**src/rtl/rnd_ctrl.sv**
```systemverilog
// rnd_ctrl: sequencer for the FPU rounding datapath.
// Walks one request through normalize (NORM_CYC cycles), significand round
// and exponent adjust, returns the per-result exception bits over a
// valid/ready handshake, keeps sticky IEEE flags and pulses trap for
// enabled overflow/underflow.
// Optional feature: define RND_CTRL_STATS_EN to add the stat_ops/stat_ovf
// saturating statistics counters (CNT_W bits wide).
module rnd_ctrl #(
    parameter int NORM_CYC = 1,
    parameter int CNT_W    = 16
) (
    input  logic             clk,
    input  logic             rst_n,
    input  logic             req_valid,
    output logic             req_ready,
    input  logic             req_db,
    input  logic             req_ovfen,
    input  logic             req_unfen,
    output logic             norm_en,
    output logic             rnd_en,
    output logic             adj_en,
    output logic             dp_db,
    output logic             dp_ovfen,
    input  logic             dp_sigovf,
    input  logic             dp_ovf,
    input  logic             dp_unf,
    input  logic             dp_inx,
    output logic             res_valid,
    input  logic             res_ready,
    output logic             res_ovf,
    output logic             res_unf,
    output logic             res_inx,
    output logic             res_sigovf,
    output logic             flag_ovf,
    output logic             flag_unf,
    output logic             flag_inx,
    input  logic             flag_clr,
    output logic             trap,
    output logic             busy
`ifdef RND_CTRL_STATS_EN
    ,
    output logic [CNT_W-1:0] stat_ops,
    output logic [CNT_W-1:0] stat_ovf
`endif
);

    // Reject configurations the 2-bit normalize counter cannot represent.
    if (NORM_CYC < 1 || NORM_CYC > 4 || CNT_W < 1) begin : g_bad_param
        $error("rnd_ctrl: NORM_CYC must be in 1..4 and CNT_W must be >= 1");
    end

    typedef enum logic [2:0] {
        ST_IDLE = 3'd0,
        ST_NORM = 3'd1,
        ST_RND  = 3'd2,
        ST_ADJ  = 3'd3,
        ST_DONE = 3'd4
    } state_t;

    localparam logic [1:0] NORM_LOAD = 2'(NORM_CYC - 1);

    state_t     state_r;
    logic [1:0] cnt_r;
    logic       req_ready_r;
    logic       norm_en_r;
    logic       rnd_en_r;
    logic       adj_en_r;
    logic       db_r;
    logic       ovfen_r;
    logic       unfen_r;
    logic       res_valid_r;
    logic       res_ovf_r;
    logic       res_unf_r;
    logic       res_inx_r;
    logic       res_sigovf_r;
    logic       flag_ovf_r;
    logic       flag_unf_r;
    logic       flag_inx_r;
    logic       trap_r;
    logic       busy_r;

    logic       adj_s;
    logic       set_ovf_s;
    logic       set_unf_s;
    logic       set_inx_s;

    // Exception indications are only meaningful while the adjust stage runs.
    always_comb begin
        adj_s     = 1'b0;
        set_ovf_s = 1'b0;
        set_unf_s = 1'b0;
        set_inx_s = 1'b0;
        if (state_r == ST_ADJ) begin
            adj_s     = 1'b1;
            set_ovf_s = dp_ovf;
            set_unf_s = dp_unf;
            set_inx_s = dp_inx;
        end else begin
            adj_s     = 1'b0;
        end
    end

    // Sequencer: state, stage enables, handshakes and captured result bits.
    always_ff @(posedge clk or negedge rst_n) begin
        if (!rst_n) begin
            state_r      <= ST_IDLE;
            cnt_r        <= 2'd0;
            req_ready_r  <= 1'b1;
            norm_en_r    <= 1'b0;
            rnd_en_r     <= 1'b0;
            adj_en_r     <= 1'b0;
            db_r         <= 1'b0;
            ovfen_r      <= 1'b0;
            unfen_r      <= 1'b0;
            res_valid_r  <= 1'b0;
            res_ovf_r    <= 1'b0;
            res_unf_r    <= 1'b0;
            res_inx_r    <= 1'b0;
            res_sigovf_r <= 1'b0;
            trap_r       <= 1'b0;
            busy_r       <= 1'b0;
        end else begin
            trap_r <= 1'b0;
            case (state_r)
                ST_IDLE: begin
                    if (req_valid) begin
                        state_r     <= ST_NORM;
                        db_r        <= req_db;
                        ovfen_r     <= req_ovfen;
                        unfen_r     <= req_unfen;
                        cnt_r       <= NORM_LOAD;
                        req_ready_r <= 1'b0;
                        busy_r      <= 1'b1;
                        norm_en_r   <= 1'b1;
                    end
                end
                ST_NORM: begin
                    if (cnt_r == 2'd0) begin
                        state_r   <= ST_RND;
                        norm_en_r <= 1'b0;
                        rnd_en_r  <= 1'b1;
                    end else begin
                        cnt_r <= cnt_r - 2'd1;
                    end
                end
                ST_RND: begin
                    res_sigovf_r <= dp_sigovf;
                    state_r      <= ST_ADJ;
                    rnd_en_r     <= 1'b0;
                    adj_en_r     <= 1'b1;
                end
                ST_ADJ: begin
                    res_ovf_r   <= dp_ovf;
                    res_unf_r   <= dp_unf;
                    res_inx_r   <= dp_inx;
                    trap_r      <= (dp_ovf & ovfen_r) | (dp_unf & unfen_r);
                    adj_en_r    <= 1'b0;
                    res_valid_r <= 1'b1;
                    state_r     <= ST_DONE;
                end
                ST_DONE: begin
                    if (res_ready) begin
                        state_r     <= ST_IDLE;
                        res_valid_r <= 1'b0;
                        req_ready_r <= 1'b1;
                        busy_r      <= 1'b0;
                    end
                end
                default: begin
                    state_r     <= ST_IDLE;
                    cnt_r       <= 2'd0;
                    norm_en_r   <= 1'b0;
                    rnd_en_r    <= 1'b0;
                    adj_en_r    <= 1'b0;
                    res_valid_r <= 1'b0;
                    req_ready_r <= 1'b1;
                    busy_r      <= 1'b0;
                end
            endcase
        end
    end

    // Sticky flags: a flag being set in ADJ wins over a simultaneous clear.
    always_ff @(posedge clk or negedge rst_n) begin
        if (!rst_n) begin
            flag_ovf_r <= 1'b0;
            flag_unf_r <= 1'b0;
            flag_inx_r <= 1'b0;
        end else begin
            flag_ovf_r <= (flag_ovf_r & ~flag_clr) | set_ovf_s;
            flag_unf_r <= (flag_unf_r & ~flag_clr) | set_unf_s;
            flag_inx_r <= (flag_inx_r & ~flag_clr) | set_inx_s;
        end
    end

`ifdef RND_CTRL_STATS_EN
    logic [CNT_W-1:0] stat_ops_r;
    logic [CNT_W-1:0] stat_ovf_r;

    // Saturating operation / overflow counters, cleared alongside the flags.
    always_ff @(posedge clk or negedge rst_n) begin
        if (!rst_n) begin
            stat_ops_r <= '0;
            stat_ovf_r <= '0;
        end else begin
            if (flag_clr) begin
                stat_ops_r <= adj_s ? CNT_W'(1) : '0;
                stat_ovf_r <= set_ovf_s ? CNT_W'(1) : '0;
            end else begin
                if (adj_s && (stat_ops_r != {CNT_W{1'b1}})) begin
                    stat_ops_r <= stat_ops_r + CNT_W'(1);
                end
                if (set_ovf_s && (stat_ovf_r != {CNT_W{1'b1}})) begin
                    stat_ovf_r <= stat_ovf_r + CNT_W'(1);
                end
            end
        end
    end

    assign stat_ops = stat_ops_r;
    assign stat_ovf = stat_ovf_r;
`endif

    assign req_ready  = req_ready_r;
    assign norm_en    = norm_en_r;
    assign rnd_en     = rnd_en_r;
    assign adj_en     = adj_en_r;
    assign dp_db      = db_r;
    assign dp_ovfen   = ovfen_r;
    assign res_valid  = res_valid_r;
    assign res_ovf    = res_ovf_r;
    assign res_unf    = res_unf_r;
    assign res_inx    = res_inx_r;
    assign res_sigovf = res_sigovf_r;
    assign flag_ovf   = flag_ovf_r;
    assign flag_unf   = flag_unf_r;
    assign flag_inx   = flag_inx_r;
    assign trap       = trap_r;
    assign busy       = busy_r;

endmodule

```
**config.mk**
```make
export PLATFORM = sky130hd
export DESIGN_NAME = rnd_ctrl
export DESIGN_NICKNAME = d
export VERILOG_FILES = /design/src/rtl/rnd_ctrl.sv
export SDC_FILE = /design/constraint.sdc
export NUM_CORES = 1
export LEC_CHECK = 0
export CAP_MARGIN = 15
export CORE_MARGIN = 2
export CORE_UTILIZATION = 45
export CTS_CLUSTER_DIAMETER = 50
export DETAILED_ROUTE_END_ITERATION = 8
export PLACE_DENSITY = 0.79
export SLEW_MARGIN = 20
export SYNTH_ARGS = -nofsm -noshare
export SYNTH_HDL_FRONTEND = slang
export SYNTH_SLANG_ARGS = --single-unit
```
**constraint.sdc**
```tcl
create_clock -name clk -period 1.6 [get_ports clk]
set_clock_uncertainty 0.1 [all_clocks]
set_input_delay 0.48 -clock clk [delete_from_list [all_inputs] [get_ports clk]]
set_output_delay 0.48 -clock clk [all_outputs]
set_load 0.05 [all_outputs]
```
# Word level (Yosys, flattened, before mapping)
# Cells that the tools add are included.
[classes]
bitwise_logic = 14
n_addsub = 1
muxes = 23
n_reduce_logical = 14
n_eq_ne = 8
[op_table]
columns = ["op", "count"]
rows = [
  ["$pmux 3 s5", 1],
  ["$reduce_or 3->1", 5],
  ["$pmux 1 s3", 4],
  ["$reduce_and 3->1", 4],
  ["$mux 1", 10],
  ["$mux 3", 3],
  ["$ne 2x2->1 const B", 4],
  ["$eq 3x2->1 const B", 2],
  ["$pmux 2 s3", 1],
  ["$reduce_and 2->1", 3],
  ["$and 1x1->1", 5],
  ["$not 1->1", 5],
  ["$mux 2", 2],
  ["$or 1x1->1", 4],
  ["$pmux 1 s2", 2],
  ["$eq 3x1->1 const B", 1],
  ["$eq 3x3->1 const B", 1],
  ["$logic_not 3->1", 1],
  ["$logic_not 2->1", 1],
  ["$sub 2x1->2 const B", 1],
]
[totals]
inputBits = 12
regBits = 22
word_cells = 79
out_inout_bits = 16

# Longest topological paths before layout
[logic_depth]
depth_word = 4
depth_mapped = 5
mapped_depth_nobuf = 5

# Least setup slack after synthesis
# No wires, ideal clock.
[synth_path]
path_kind = "register to register"
startpoint = "register cnt_r[0]"
endpoint = "register cnt_r[0]"
t_arrival_ns = 1.235
path_slack_ns = 0.198
synth_period_minus_slack_ns = 1.402
setup_time_ns = 0.067
t_required_ns = 1.433
path_stages_with_launch = 6
path_buffers = 0
cell_sequence = "dfrtp_1 inv_1 ha_1 or3b_1 mux2i_1 a32o_1"
[synth_between]
elab_chain_cells = 3
elab_cells_between_ends = 6
classes_between = "add/sub: 1; eq/ne: 1; mux: 2; reduce/logical: 2"
[synth_lines]
columns = ["element", "line_no", "rtl"]
rows = [
  ["start, declared", "63", "logic [1:0] cnt_r;"],
  ["start signal, assigned", "143", "cnt_r <= cnt_r - 2'd1;"],
  ["$sub 2x1->2 or $logic_not 2->1 (tied branches)", "143, 138", ""],
  ["$mux 2 or $ne 2x2->1 (tied branches)", "n/a", ""],
  ["$pmux 2 s3 or $reduce_and 3->1 (tied branches)", "n/a", ""],
]
# Several ways; a longest one is shown, not always the timed one. The select of a mux whose other input is x is not followed.
# A chain may end at the register's enable or synchronous reset.

# Final worst setup path
[layout_path]
startpoint = "register req_ready_r, in the netlist req_ready"
endpoint = "output port req_ready"
[layout_rtl]
columns = ["element", "line_no", "rtl"]
rows = [
  ["start, declared", "64", "logic req_ready_r;"],
  ["start signal, assigned", "108", "req_ready_r <= 1'b1;"],
  ["start signal, assigned", "132", "req_ready_r <= 1'b0;"],
  ["start signal, assigned", "165", "req_ready_r <= 1'b1;"],
  ["end, declared", "15", "output logic req_ready,"],
]
# No word-level cell between the ends.

==> flow_metrics.py <==
metrics = {
    "clocking": {
        "clock-sinks": 22,
        "clock_latency_ns": 0.32,
        "cts_tree": "built",
        "cts.clk_slew.worst_paths_ns": 0.12,
        "clock_path_buffers": 2,
        "cts_buffers": 3,
        "cts-root-buf": "clkbuf_4",
        "htree_levels": 1,
    },
    "sta": {
        "post-route-period-util_pct": 100,
        "min_period_ns": 1.61,
        "worstMarginPinSlew_ns": 0.427,
        "fmax_mhz": 622,
        "finalSetupViolCount": 2,
        "hold_viol_final": 0,
        "relSlewSlack_pct": 71.5,
        "fin_setup_tns_ns": -0.00900,
        "finalWorstSetupSlack_ns": -0.00791,
        "maxSlewViolCount": 0,
        "rsz0062_at_grt": "true",
    },
    "cells_and_area": {
        "largest-register": "state_r",
        "regArea_um2": 553,
        "drive_above_1_share_pct": 35.8,
        "final_util_pct": 76.1,
        "synthToLayoutAreaGrowth_pct": 58.7,
        "reg_top3": "state_r (3), cnt_r (2)",
        "multi_input_area_um2": 374,
        "largest_register_ff_count": 3,
        "insertedDiodeCount": 0,
        "fill_cells": 115,
        "nets": 134,
    },
    "critical_path": {
        "critPathMaxStageDelay_ns": 0.57,
        "timing.critical_path.buf_inv": 1,
        "crit_path_start": "req_ready",
        "start_kind": "flop",
        "r2r_cells": 5,
        "path_delay_family": "flip-flops",
        "crit_path_end_kind": "output pin",
        "worstSetupEndpoint": "req_ready",
        "slowest_stage": "dfstp_2",
        "path_depth": 1,
        "cp.required_ns": 1.02,
        "reg2reg_from": "cnt_r[0]",
        "cp_data_arrival_time_ns": 1.03,
        "rr_endpoint": "cnt_r[0]",
        "r2r_slack_ns": 0.05,
        "path_max_fanout": 2,
        "crit_chain": "buf_12",
        "timing_worst_setup_path_type": "reg2out",
    },
    "routing": {
        "drt-pass1-iter-count": 4,
        "final_antenna_net_count": 0,
        "drt-vias-per-instance": 5.34,
        "detailroute.via_count": 785,
        "routed_wl_mm": 2.30,
        "drc": 0,
        "wl_per_cell_um": 15.7,
        "drt_iter0_drc": 28,
    },
    "die": {
        "dieArea_um2": 2500,
        "core_area_um2": 1980,
        "die_w_um": 50.0,
        "die_h_um": 50.0,
        "core.rowCount": 16,
        "io_pins": 28,
        "initial_utilization_pct": 48.0,
    },
    "logic_synthesis": {
        "synth_seq_cells": 22,
        "yosys.cell_count.top_type": "dfrtp_1",
        "netlist_instances": 85,
        "synth-edff-count": 0,
        "netlist_area_um2": 951,
        "synthTopCellsByCount": "dfrtp_1, nand2_1, a21oi_1, inv_1, mux2_2",
        "yosysUniqueCellTypes": 26,
        "async_flop_share_pct": 100,
        "synthDominantCellAreaShare_pct": 55.3,
        "synthTopCellsByArea": "dfrtp_1, mux2_2, a32o_1",
        "synth_ff_type": "dfrtp_1",
        "ys_seq_area_share_pct": 58.0,
        "avgSynthCellArea_um2": 11.2,
        "yosysTopAreaCell": "dfrtp_1",
        "ys_warn_count": 0,
        "mappedNetlistNets": 98,
    },
    "grt": {
        "grt_pass1_wl_mm": 4.11,
        "grt.total_usage_pct": 22.4,
        "grt_max_degree": 23,
        "antenna_found_initial": 0,
        "grt_pass1_vias": 835,
        "gr-total-overflow": 0,
    },
    "placed_design": {
        "hpwl_mm": 1.73,
        "port_buffers": 27,
        "place.gp.congestion": 0.772,
    },
    "pwr": {
        "power_leakage_nw": 0.665,
        "ir_drop_mv": 1.64,
        "p_total_w": 0.00352,
        "power_density_nw_per_um2": 2330,
    },
    "status": {
        "violations": "negative setup slack",
        "status": "finished, violations left",
    },
    "flow_run": {
        "cap_violations": 0,
    },
    "min_path": {
        "min_path_type": "in2async",
    },
}
-- worst min path at each step --
| stage | start | to | cells past startpoint |
|---|---|---|---|
| floorplan | rst_n | adj_en | 0 |
| global placement | unfen_r | unfen_r | 1 |
| detailed placement | cnt_r[1] | cnt_r[1] | 2 |
| CTS | rst_n | res_sigovf | 2 |
| global route | rst_n | res_unf | 2 |
| finish | rst_n | res_sigovf | 2 |
-- power by group --
| part | internal, W | switching (W) | leakage, nW |
|---|---|---|---|
| Sequential | 0.000799 | 0.000319 | 0.270 |
| Combinational | 0.00106 | 0.00108 | 0.380 |
| Clock | 0.0000976 | 0.000166 | 0.0150 |
| Total | 0.00196 | 0.00156 | 0.665 |
-- timing repair --
action,4_1_cts,5_1_grt
setup endpoints to repair,1,8
hold endpoints to repair,0,0
resized for setup,0,6
hold buffers,0,0
gates cloned,0,0
setup buffers,1,0
-- placed cells by master (no fill, tap or decap) --
| master | count |
|---|---|
| mux2_2 | 6 |
| mux2_1 | 1 |
| a21o_1 | 1 |
| o21ai_0 | 4 |
| nor2_2 | 1 |
| clkbuf_1 | 1 |
| nor3_1 | 1 |
| ha_2 | 1 |
| inv_2 | 1 |
| nor3_2 | 2 |
| clkdlybuf4s50_1 | 11 |
| a31o_2 | 1 |
| dfstp_2 | 1 |
| inv_1 | 6 |
| nand2_1 | 10 |
| or3b_4 | 1 |
| dfrtp_2 | 1 |
| buf_12 | 17 |
| nor2_1 | 3 |
| a32o_1 | 4 |
| dfrtp_1 | 20 |
| a211oi_1 | 1 |
| buf_4 | 6 |
| o21ai_1 | 2 |
| nand3_1 | 1 |
| a22oi_1 | 1 |
| a21oi_1 | 6 |
| mux2i_2 | 1 |
| a2bb2oi_1 | 2 |
| nand2b_1 | 2 |
| clkbuf_4 | 3 |
| nor2b_2 | 1 |
-- worst register-to-register path, delay by kind of cell, from the launching register on --
family | cells | cell delay (ns)
AOI/OAI and AO/OA | 1 | 0.15
adders and majority gates | 1 | 0.23
buffers and inverters | 1 | 0.08
DFF | 1 | 0.38
muxes | 1 | 0.16
and+or+nand+nor | 1 | 0.39
-- routing by layer --
layer  wire length, um  global-route usage, %  vias up
li1                  -                      -      368
met1               991                   29.3      385
met2              1190                   36.7       27
met3                64                   2.73        5
met4                51                   11.1        0
met5                 0                      0        -
-- kinds of logic (layout without fill, tap and decap cells) --
family / Yosys count / in the layout / share of synthesized area (%)
AND/OR/NAND/NOR: 22 / 22 / 11.3
buffers and inverters: 10 / 45 / 4.34
flip-flops: 22 / 22 / 58.0
adder cells (fa/ha/maj): 1 / 1 / 1.32
AO/OA/AOI/OAI: 22 / 22 / 15.7
multiplexers: 8 / 8 / 9.34
-- stage by stage --
stage          setup WS (ns)  hold WS, ns  cells  area, um^2
6_report            -0.00791        0.387    147        1510
4_1_cts             -0.00815        0.396    147        1490
5_1_grt              -0.0387        0.408    147        1510
3_5_place_dp          -0.297        0.413    142        1460
2_1_floorplan          0.198       0.0844     85         951
3_3_place_gp          -0.248        0.400    142        1460
-- final cells by class --
cell class	instances	share of cell area (%)
Timing Repair Buffer	34	32.8
Sequential cell	22	36.6
Inverter	7	1.74
Clock buffer	4	1.74
Multi-Input combinational cell	53	24.8
Tap cell	27	2.24
Power figures use the tool's default switching activity.
